[src/rtl/decode_stage.sv]
// Decode pipeline stage: register-file read with write-through bypass, control
// generation, load-use interlock, and branch flush in front of Execute.
module decode_stage #(
    parameter int          CNTRL_W  = 8,
    parameter logic [31:0] RESET_PC = 32'h0000_0000
) (
    input  logic               clock,
    input  logic               reset,
    input  logic               fetch_valid,
    output logic               fetch_ready,
    input  logic [31:0]        fetch_pc,
    input  logic [31:0]        fetch_insn,
    input  logic               wb_en,
    input  logic [4:0]         wb_addr,
    input  logic [31:0]        wb_data,
    input  logic               ex_ready,
    input  logic               ex_flush,
    output logic               valid,
    output logic [31:0]        pc,
    output logic [31:0]        rs,
    output logic [31:0]        rt,
    output logic [31:0]        insn,
    output logic [CNTRL_W-1:0] control,
    output logic [4:0]         dest,
    output logic               illegal
);

    localparam int C_ALUINB = 0;
    localparam int C_ALUOP  = 1;
    localparam int C_BR     = 2;
    localparam int C_JP     = 3;
    localparam int C_MEMRD  = 4;
    localparam int C_MEMWR  = 5;
    localparam int C_REGWR  = 6;
    localparam int C_REGDST = 7;

    localparam logic [5:0] OP_RTYPE = 6'b000000;
    localparam logic [5:0] OP_J     = 6'b000010;
    localparam logic [5:0] OP_JAL   = 6'b000011;
    localparam logic [5:0] OP_BEQ   = 6'b000100;
    localparam logic [5:0] OP_BNE   = 6'b000101;
    localparam logic [5:0] OP_ADDI  = 6'b001000;
    localparam logic [5:0] OP_ADDIU = 6'b001001;
    localparam logic [5:0] OP_LW    = 6'b100011;
    localparam logic [5:0] OP_SW    = 6'b101011;
    localparam logic [5:0] FN_JR    = 6'b001000;

    logic [31:0]        r_regs [32];
    logic               r_valid;
    logic [31:0]        r_pc;
    logic [31:0]        r_rs;
    logic [31:0]        r_rt;
    logic [31:0]        r_insn;
    logic [CNTRL_W-1:0] r_control;
    logic [4:0]         r_dest;
    logic               r_illegal;

    logic [5:0]         w_op;
    logic [5:0]         w_func;
    logic [4:0]         w_rs_idx;
    logic [4:0]         w_rt_idx;
    logic [CNTRL_W-1:0] w_ctrl;
    logic [4:0]         w_dest;
    logic               w_ill;
    logic               w_reads_rt;
    logic [31:0]        w_rs_val;
    logic [31:0]        w_rt_val;
    logic               w_hold;
    logic               w_load_use;
    logic               w_ready;
    logic               w_xfer;

    assign w_op     = fetch_insn[31:26];
    assign w_func   = fetch_insn[5:0];
    assign w_rs_idx = fetch_insn[25:21];
    assign w_rt_idx = fetch_insn[20:16];

    always_comb begin
        w_ctrl     = '0;
        w_dest     = 5'd0;
        w_ill      = 1'b0;
        w_reads_rt = 1'b0;
        case (w_op)
            OP_RTYPE: begin
                w_reads_rt = 1'b1;
                if (w_func == FN_JR) begin
                    w_ctrl[C_JP] = 1'b1;
                end else begin
                    w_ctrl[C_ALUOP]  = 1'b1;
                    w_ctrl[C_REGWR]  = 1'b1;
                    w_ctrl[C_REGDST] = 1'b1;
                    w_dest           = fetch_insn[15:11];
                end
            end
            OP_ADDI, OP_ADDIU: begin
                w_ctrl[C_ALUINB] = 1'b1;
                w_ctrl[C_REGWR]  = 1'b1;
                w_dest           = w_rt_idx;
            end
            OP_LW: begin
                w_ctrl[C_ALUINB] = 1'b1;
                w_ctrl[C_MEMRD]  = 1'b1;
                w_ctrl[C_REGWR]  = 1'b1;
                w_dest           = w_rt_idx;
            end
            OP_SW: begin
                w_reads_rt       = 1'b1;
                w_ctrl[C_ALUINB] = 1'b1;
                w_ctrl[C_MEMWR]  = 1'b1;
            end
            OP_BEQ, OP_BNE: begin
                w_reads_rt    = 1'b1;
                w_ctrl[C_BR]  = 1'b1;
            end
            OP_J: begin
                w_ctrl[C_JP] = 1'b1;
            end
            OP_JAL: begin
                w_ctrl[C_JP]    = 1'b1;
                w_ctrl[C_REGWR] = 1'b1;
                w_dest          = 5'd31;
            end
            default: w_ill = 1'b1;
        endcase
    end

    // Writeback in the same cycle is forwarded so the decoded operand is never stale.
    always_comb begin
        if (w_rs_idx == 5'd0)
            w_rs_val = 32'd0;
        else if (wb_en && (wb_addr == w_rs_idx))
            w_rs_val = wb_data;
        else
            w_rs_val = r_regs[w_rs_idx];

        if (w_rt_idx == 5'd0)
            w_rt_val = 32'd0;
        else if (wb_en && (wb_addr == w_rt_idx))
            w_rt_val = wb_data;
        else
            w_rt_val = r_regs[w_rt_idx];
    end

    assign w_hold     = r_valid & ~ex_ready;
    assign w_load_use = r_valid & r_control[C_MEMRD] & (r_dest != 5'd0) & fetch_valid &
                        ((w_rs_idx == r_dest) | (w_reads_rt & (w_rt_idx == r_dest)));
    assign w_ready    = ~reset & ~ex_flush & ~w_hold & ~w_load_use;
    assign w_xfer     = fetch_valid & w_ready;

    always_ff @(posedge clock) begin
        if (reset) begin
            for (int k = 0; k < 32; k++) r_regs[k] <= 32'd0;
        end else if (wb_en && (wb_addr != 5'd0)) begin
            r_regs[wb_addr] <= wb_data;
        end
    end

    // The interlock bubble falls out of the final else: stalled fetch, Execute drains.
    always_ff @(posedge clock) begin
        if (reset) begin
            r_valid   <= 1'b0;
            r_pc      <= RESET_PC;
            r_rs      <= 32'd0;
            r_rt      <= 32'd0;
            r_insn    <= 32'd0;
            r_control <= '0;
            r_dest    <= 5'd0;
            r_illegal <= 1'b0;
        end else if (ex_flush) begin
            r_valid <= 1'b0;
        end else if (w_hold) begin
            r_valid <= r_valid;
        end else if (w_xfer) begin
            r_valid   <= 1'b1;
            r_pc      <= fetch_pc;
            r_rs      <= w_rs_val;
            r_rt      <= w_rt_val;
            r_insn    <= fetch_insn;
            r_control <= w_ctrl;
            r_dest    <= w_dest;
            r_illegal <= w_ill;
        end else begin
            r_valid <= 1'b0;
        end
    end

    assign fetch_ready = w_ready;
    assign valid       = r_valid;
    assign pc          = r_pc;
    assign rs          = r_rs;
    assign rt          = r_rt;
    assign insn        = r_insn;
    assign control     = r_control;
    assign dest        = r_dest;
    assign illegal     = r_illegal;

endmodule
[config.mk]
export PLATFORM = sky130hd
export DESIGN_NAME = decode_stage
export DESIGN_NICKNAME = d
export VERILOG_FILES = /design/src/rtl/decode_stage.sv
export SDC_FILE = /design/constraint.sdc
export NUM_CORES = 2
export LEC_CHECK = 0
export ABC_AREA = 1
export BUFFER_PORTS_ARGS = -buffer_cell sky130_fd_sc_hd__clkbuf_2
export CORE_MARGIN = 10
export CORE_UTILIZATION = 40
export DETAILED_ROUTE_END_ITERATION = 8
export SKIP_LAST_GASP = 1
export SLEW_MARGIN = 20
export SYNTH_ARGS = -nofsm -noshare
export SYNTH_HDL_FRONTEND = slang
export SYNTH_SLANG_ARGS = --single-unit
[constraint.sdc]
create_clock -name clock -period 3.48 [get_ports clock]
set_input_delay 0.696 -clock clock [delete_from_list [all_inputs] [get_ports clock]]
set_output_delay 0.696 -clock clock [all_outputs]
set_load 0.05 [all_outputs]
After elaboration in Yosys (flattened, before gate mapping)
Memory sizes are Yosys's and may differ from the RTL's.
Index checks and enable logic that the tools add are counted.
Storage, ports and cells
  input port bits: 107
  flip-flop bits (word level): 143
  memories kept: 1
  logic and storage cells: 84
  bits in writable memories: 1024
Operators by class
  equal/unequal tests: 13
  multiplexer cells: 28
  bitwise logic cells: 16
  reduce and logical (&&, ||, !) cells: 18
Memories
  r_regs: depth 32, width 32, rd ports 2, clocked after memory_dff 0, write ports 32, RTL line 48  | logic [31:0] r_regs [32];
Operator list (count)
  $mux W32: 5
  $reduce_or A32 Y1: 1
  $eq A5 B5 Y1: 4
  $eq A6 B4 Y1 const B: 3
  $mux W1: 17
  $pmux W5 S3: 1
  $eq A6 B2 Y1 const B: 2
  $eq A6 B3 Y1 const B: 2
  $eq A6 B6 Y1 const B: 2
  $reduce_or A4 Y1: 3
  $and A1 B1 Y1: 10
  $logic_not A5 Y1: 2
  $mux W5: 2
  $reduce_bool A5 Y1: 2
  $reduce_or A9 Y1: 1
  $logic_not A6 Y1: 1
  $reduce_or A2 Y1: 3
  $not A1 Y1: 5
  $pmux W1 S2: 2
  $logic_and A1 B1 Y1: 3
  $reduce_and A3 Y1: 1
  $reduce_or A3 Y1: 1
  $mux W2: 1
  $or A1 B1 Y1: 1

Depth between registers and ports, before layout
  word-level depth: 10
  depth in mapped cells: 16

Least setup slack after synthesis
No wires, ideal clock.
  path type: input to register
  start: input wb_addr[0]
  end: memory r_regs[10][0] (enable)
  data arrival time: 2.345 ns
  buffers on the path: 1
  slack: 0.746 ns
  data required time: 3.091 ns
  setup time: 0.389 ns
  stages on the path: 7
  cells stage by stage: nor2_1 -> nand2_1 -> nand3_1 -> nor3_4 -> nand2_1 -> buf_2 -> nand2_1
RTL lines
  from (decl): RTL line 14  | input logic [4:0] wb_addr,
  to (decl): RTL line 48

Final worst setup path
  start: register r_dest[1], in the netlist dest[1]
  end: output fetch_ready
Between the ends
  word-level cells in the longest chain between the ends: 6
RTL lines
  from (decl): RTL line 55  | logic [4:0] r_dest;
  from (signal assigned): RTL line 180  | r_dest <= w_dest;
  $eq A5 B5 Y1 or $reduce_bool A5 Y1 (tied branches): RTL line 146, 145
  $and A1 B1 Y1 (on tied branches): RTL line 146, 145
  $or A1 B1 Y1 or $and A1 B1 Y1 (tied branches): RTL line 146, 145
  $and A1 B1 Y1 (*): RTL line 145  | assign w_load_use = r_valid & r_control[C_MEMRD] & (r_dest != 5'd0) & fetch_valid &
  $not A1 Y1 (*): RTL line 147  | assign w_ready = ~reset & ~ex_flush & ~w_hold & ~w_load_use;
  $and A1 B1 Y1 (*): RTL line 147
  to (decl): RTL line 10  | output logic fetch_ready,
Every way passes the cells marked *; elsewhere a longest branch is shown, timed or not.

==> results.py <==
metrics = {
    "global_route": {
        "grt-ovfl-total": 0,
        "track_usage_pct": 27.5,
        "grt_max_degree": 142,
        "grt_pass1_vias": 54000,
        "antenna_found_initial": 7,
        "grt_pass1_wl_um": 359000,
    },
    "floorplanning": {
        "chipHeight_um": 416,
        "dieArea_sq_mm": 0.173,
        "dieWidth_um": 416,
        "rows": 145,
        "coreArea_sq_mm": 0.156,
        "start_util_pct": 40.2,
        "pin_count": 251,
    },
    "logic_synthesis": {
        "synth_area_leaders": "edfxtp_1, nand2_1, nor2_1",
        "synthesis.area_sq_mm": 0.0627,
        "synth_seq_area_share_pct": 53.5,
        "synth_cell_types": 33,
        "synth.largest_area_cell": "edfxtp_1",
        "netlist.area_leader.share_pct": 49.0,
        "synthCells": 7825,
        "ys_ff_latch": 1166,
        "yosys_warnings": 0,
        "synth_area_per_cell_sq_um": 8.02,
    },
    "final_layout": {
        "final_core_util_pct": 45.6,
        "layout.nets": 7959,
        "final_layout_size_suffix_gt1_share_pct": 10.2,
        "area.growth.synth_to_final_pct": 13.3,
        "post_layout_nonfiller_instances": 10000,
        "final_cell_area_sq_mm": 0.0711,
    },
    "clocking": {
        "cts.repair.resized": 0,
        "cts_hold_buffers": 0,
        "clkLatencyLatePin_ps": 790,
        "cts-buffers-inserted": 133,
        "root_buffer": "clkbuf_16",
        "post-cts-setup-buffer-count": 0,
        "numClockSinks": 1166,
        "cts_tree": "built",
        "cts_max_path_buffers": 3,
        "h-tree-depth": 4,
        "clk_pin_slew_ps": 60,
    },
    "setup_path": {
        "crit_chain": "inv_1, nand2_1, nand2_1, nand3_1, nor2_1, nand2_1, nand2_1, a21boi_4, buf_12",
        "rr_worst_depth": 13,
        "worstSetupEndpointType": "output pin",
        "path_buf_inv": 2,
        "timing.rr.start": "dest[1]",
        "setup.worst_path.start_class": "flop",
        "cp_slowest_cell": "dfxtp_1",
        "required_ps": 2780,
        "path_common_cell": "nand2_1",
        "arrival_ps": 2240,
        "rr_endpoint": "rs[1]",
        "path_max_fanout": 5,
        "path_depth": 9,
        "reg2reg_setup_slack_ps": 1100,
        "slowest_delay_ps": 430,
        "path_delay_family": "flip-flops",
        "critical_path_class": "reg2out",
    },
    "sta": {
        "setup_viol": 0,
        "fin_crit_ps": 2930,
        "finalWorstSetupSlack_ps": 546,
        "finalHoldViolations": 0,
        "slew_viol_final": 0,
        "timing.hold.ws_ps": 152,
        "fin_tns_setup_ps": 0,
        "max_freq_mhz": 341,
        "period_share_pct": 84.3,
        "worstMarginPinSlew_ps": 1080,
        "skew_ps": 34.6,
        "grt_setup_unrepaired": "no",
        "slew_headroom_pct": 27.3,
    },
    "detailed_routing": {
        "vias": 58000,
        "via_per_inst": 5.78,
        "drt_iter0_drc": 8767,
        "wire_per_inst_um": 24.8,
        "drt-pass1-iter-count": 9,
        "post-route-drc-count": 0,
        "ant_nets": 0,
        "wl_um": 248000,
    },
    "hold_path": {
        "hp-class": "in2reg",
        "hold-path-cell-count": 3,
        "hp-start": "fetch_insn[10]",
        "whs_endpoint": "insn[10]",
    },
    "placement": {
        "placed_cell_area_sq_mm": 0.0667,
        "portBuffers": 250,
        "dp_hpwl_um": 160000,
        "dp_worst_setup_slack_ps": 289,
        "gp_congestion": 0.952,
        "dpl.cell_count": 9775,
    },
    "power": {
        "leakage_nw": 29.1,
        "ir_drop_mv": 0.518,
        "power_density_mw_per_mm2": 493,
        "power.total_mw": 35.1,
    },
    "outcome": {
        "outcome": "finished clean",
    },
    "flow_run": {
        "cap_violations": 0,
    },
}
==> layer usage <==
layer	global-route usage [%]	vias to the layer above	wire, um
li1	-	25900	-
met1	35.4	27500	93600
met2	42.6	3847	110000
met3	6.47	707	30700
met4	15.0	8	14100
met5	0	-	45
==> layout by cell type (no fill, tap or decap), types with 7 or more instances in the layout <==
master,instances
nand2_1,1995
and3_1,14
clkbuf_1,29
or2_2,18
clkinv_1,23
edfxtp_1,1024
nor2_1,1346
inv_2,8
inv_1,480
nand3_1,934
dfxtp_1,142
clkbuf_2,241
a21oi_1,415
clkbuf_8,13
diode_2,7
nand2_2,32
clkbuf_16,147
nor3_1,11
buf_4,213
clkinv_2,18
buf_12,77
nor2_4,7
o21ai_0,437
o211ai_1,250
conb_1,32
==> power breakdown <==
part	internal [mW]	total [mW]	switching, mW
clock network	8.04	14.0	5.96
logic	1.25	4.79	3.54
registers	15.9	16.3	0.344
==> logic make-up (layout without fill, tap and decap cells) <==
group                  Yosys count  after routing  share of synthesized area [%]
other                            1             39                        0.00598
AO/OA/AOI/OAI                 1115           1115                           9.93
flip-flops                    1166           1166                           53.5
AND/OR/NAND/NOR               4371           4371                           28.3
buffers and inverters         1169           1272                           8.13
XOR/XNOR                         3              3                         0.0419
==> synthesized netlist by cell type (all sizes together) <==
cell type,number
nand4,6
xnor2,2
nor2,1354
dfxtp,142
nor3,15
inv,495
o22ai,6
and3,14
or2,18
nand2,2027
o21ai,440
clkbuf,264
a21oi,418
conb,1
nand3,937
edfxtp,1024
a21boi,1
xor2,1
buf,410
o211ai,250
==> worst max-delay path by stage <==
stage	from	end	slack, ps
5_1_grt	dest[1]	fetch_ready	400
3_3_place_gp	fetch_insn[21]	rs[28]	300
3_5_place_dp	fetch_insn[21]	rs[28]	290
2_1_floorplan	wb_addr[0]	r_regs[10][0]	750
4_1_cts	dest[1]	fetch_ready	490
6_report	dest[1]	fetch_ready	550
==> state kept, by name, indices dropped and copies added, names as in the netlist <==
name     flops
r_regs    1024
insn        32
pc          32
rs          32
rt          32
control      7
dest         5
illegal      1
valid        1
==> layout make-up <==
class	instances	area, sq um
diodes	7	17.5
clock inverters	51	334
flip-flops and latches	1166	33600
fillers	15000	85000
clock buffers	191	3980
well taps	2058	2570
multi-input cells	5521	24300
repair buffers	535	4410
inverters	495	1890
==> worst reg2reg max path, stage by stage (launching register included) <==
cell and delay, ps:
dfxtp_1 430, inv_1 120, nand2_1 70, nand2_1 50, nand3_1 70, nor2_1 40
nand2_1 50, nand2_1 120, nand2_2 130, nand3_4 100, nor2_4 720, buf_12 230
nand2_1 60, a21oi_1 120
Power figures use the tool's default switching activity.
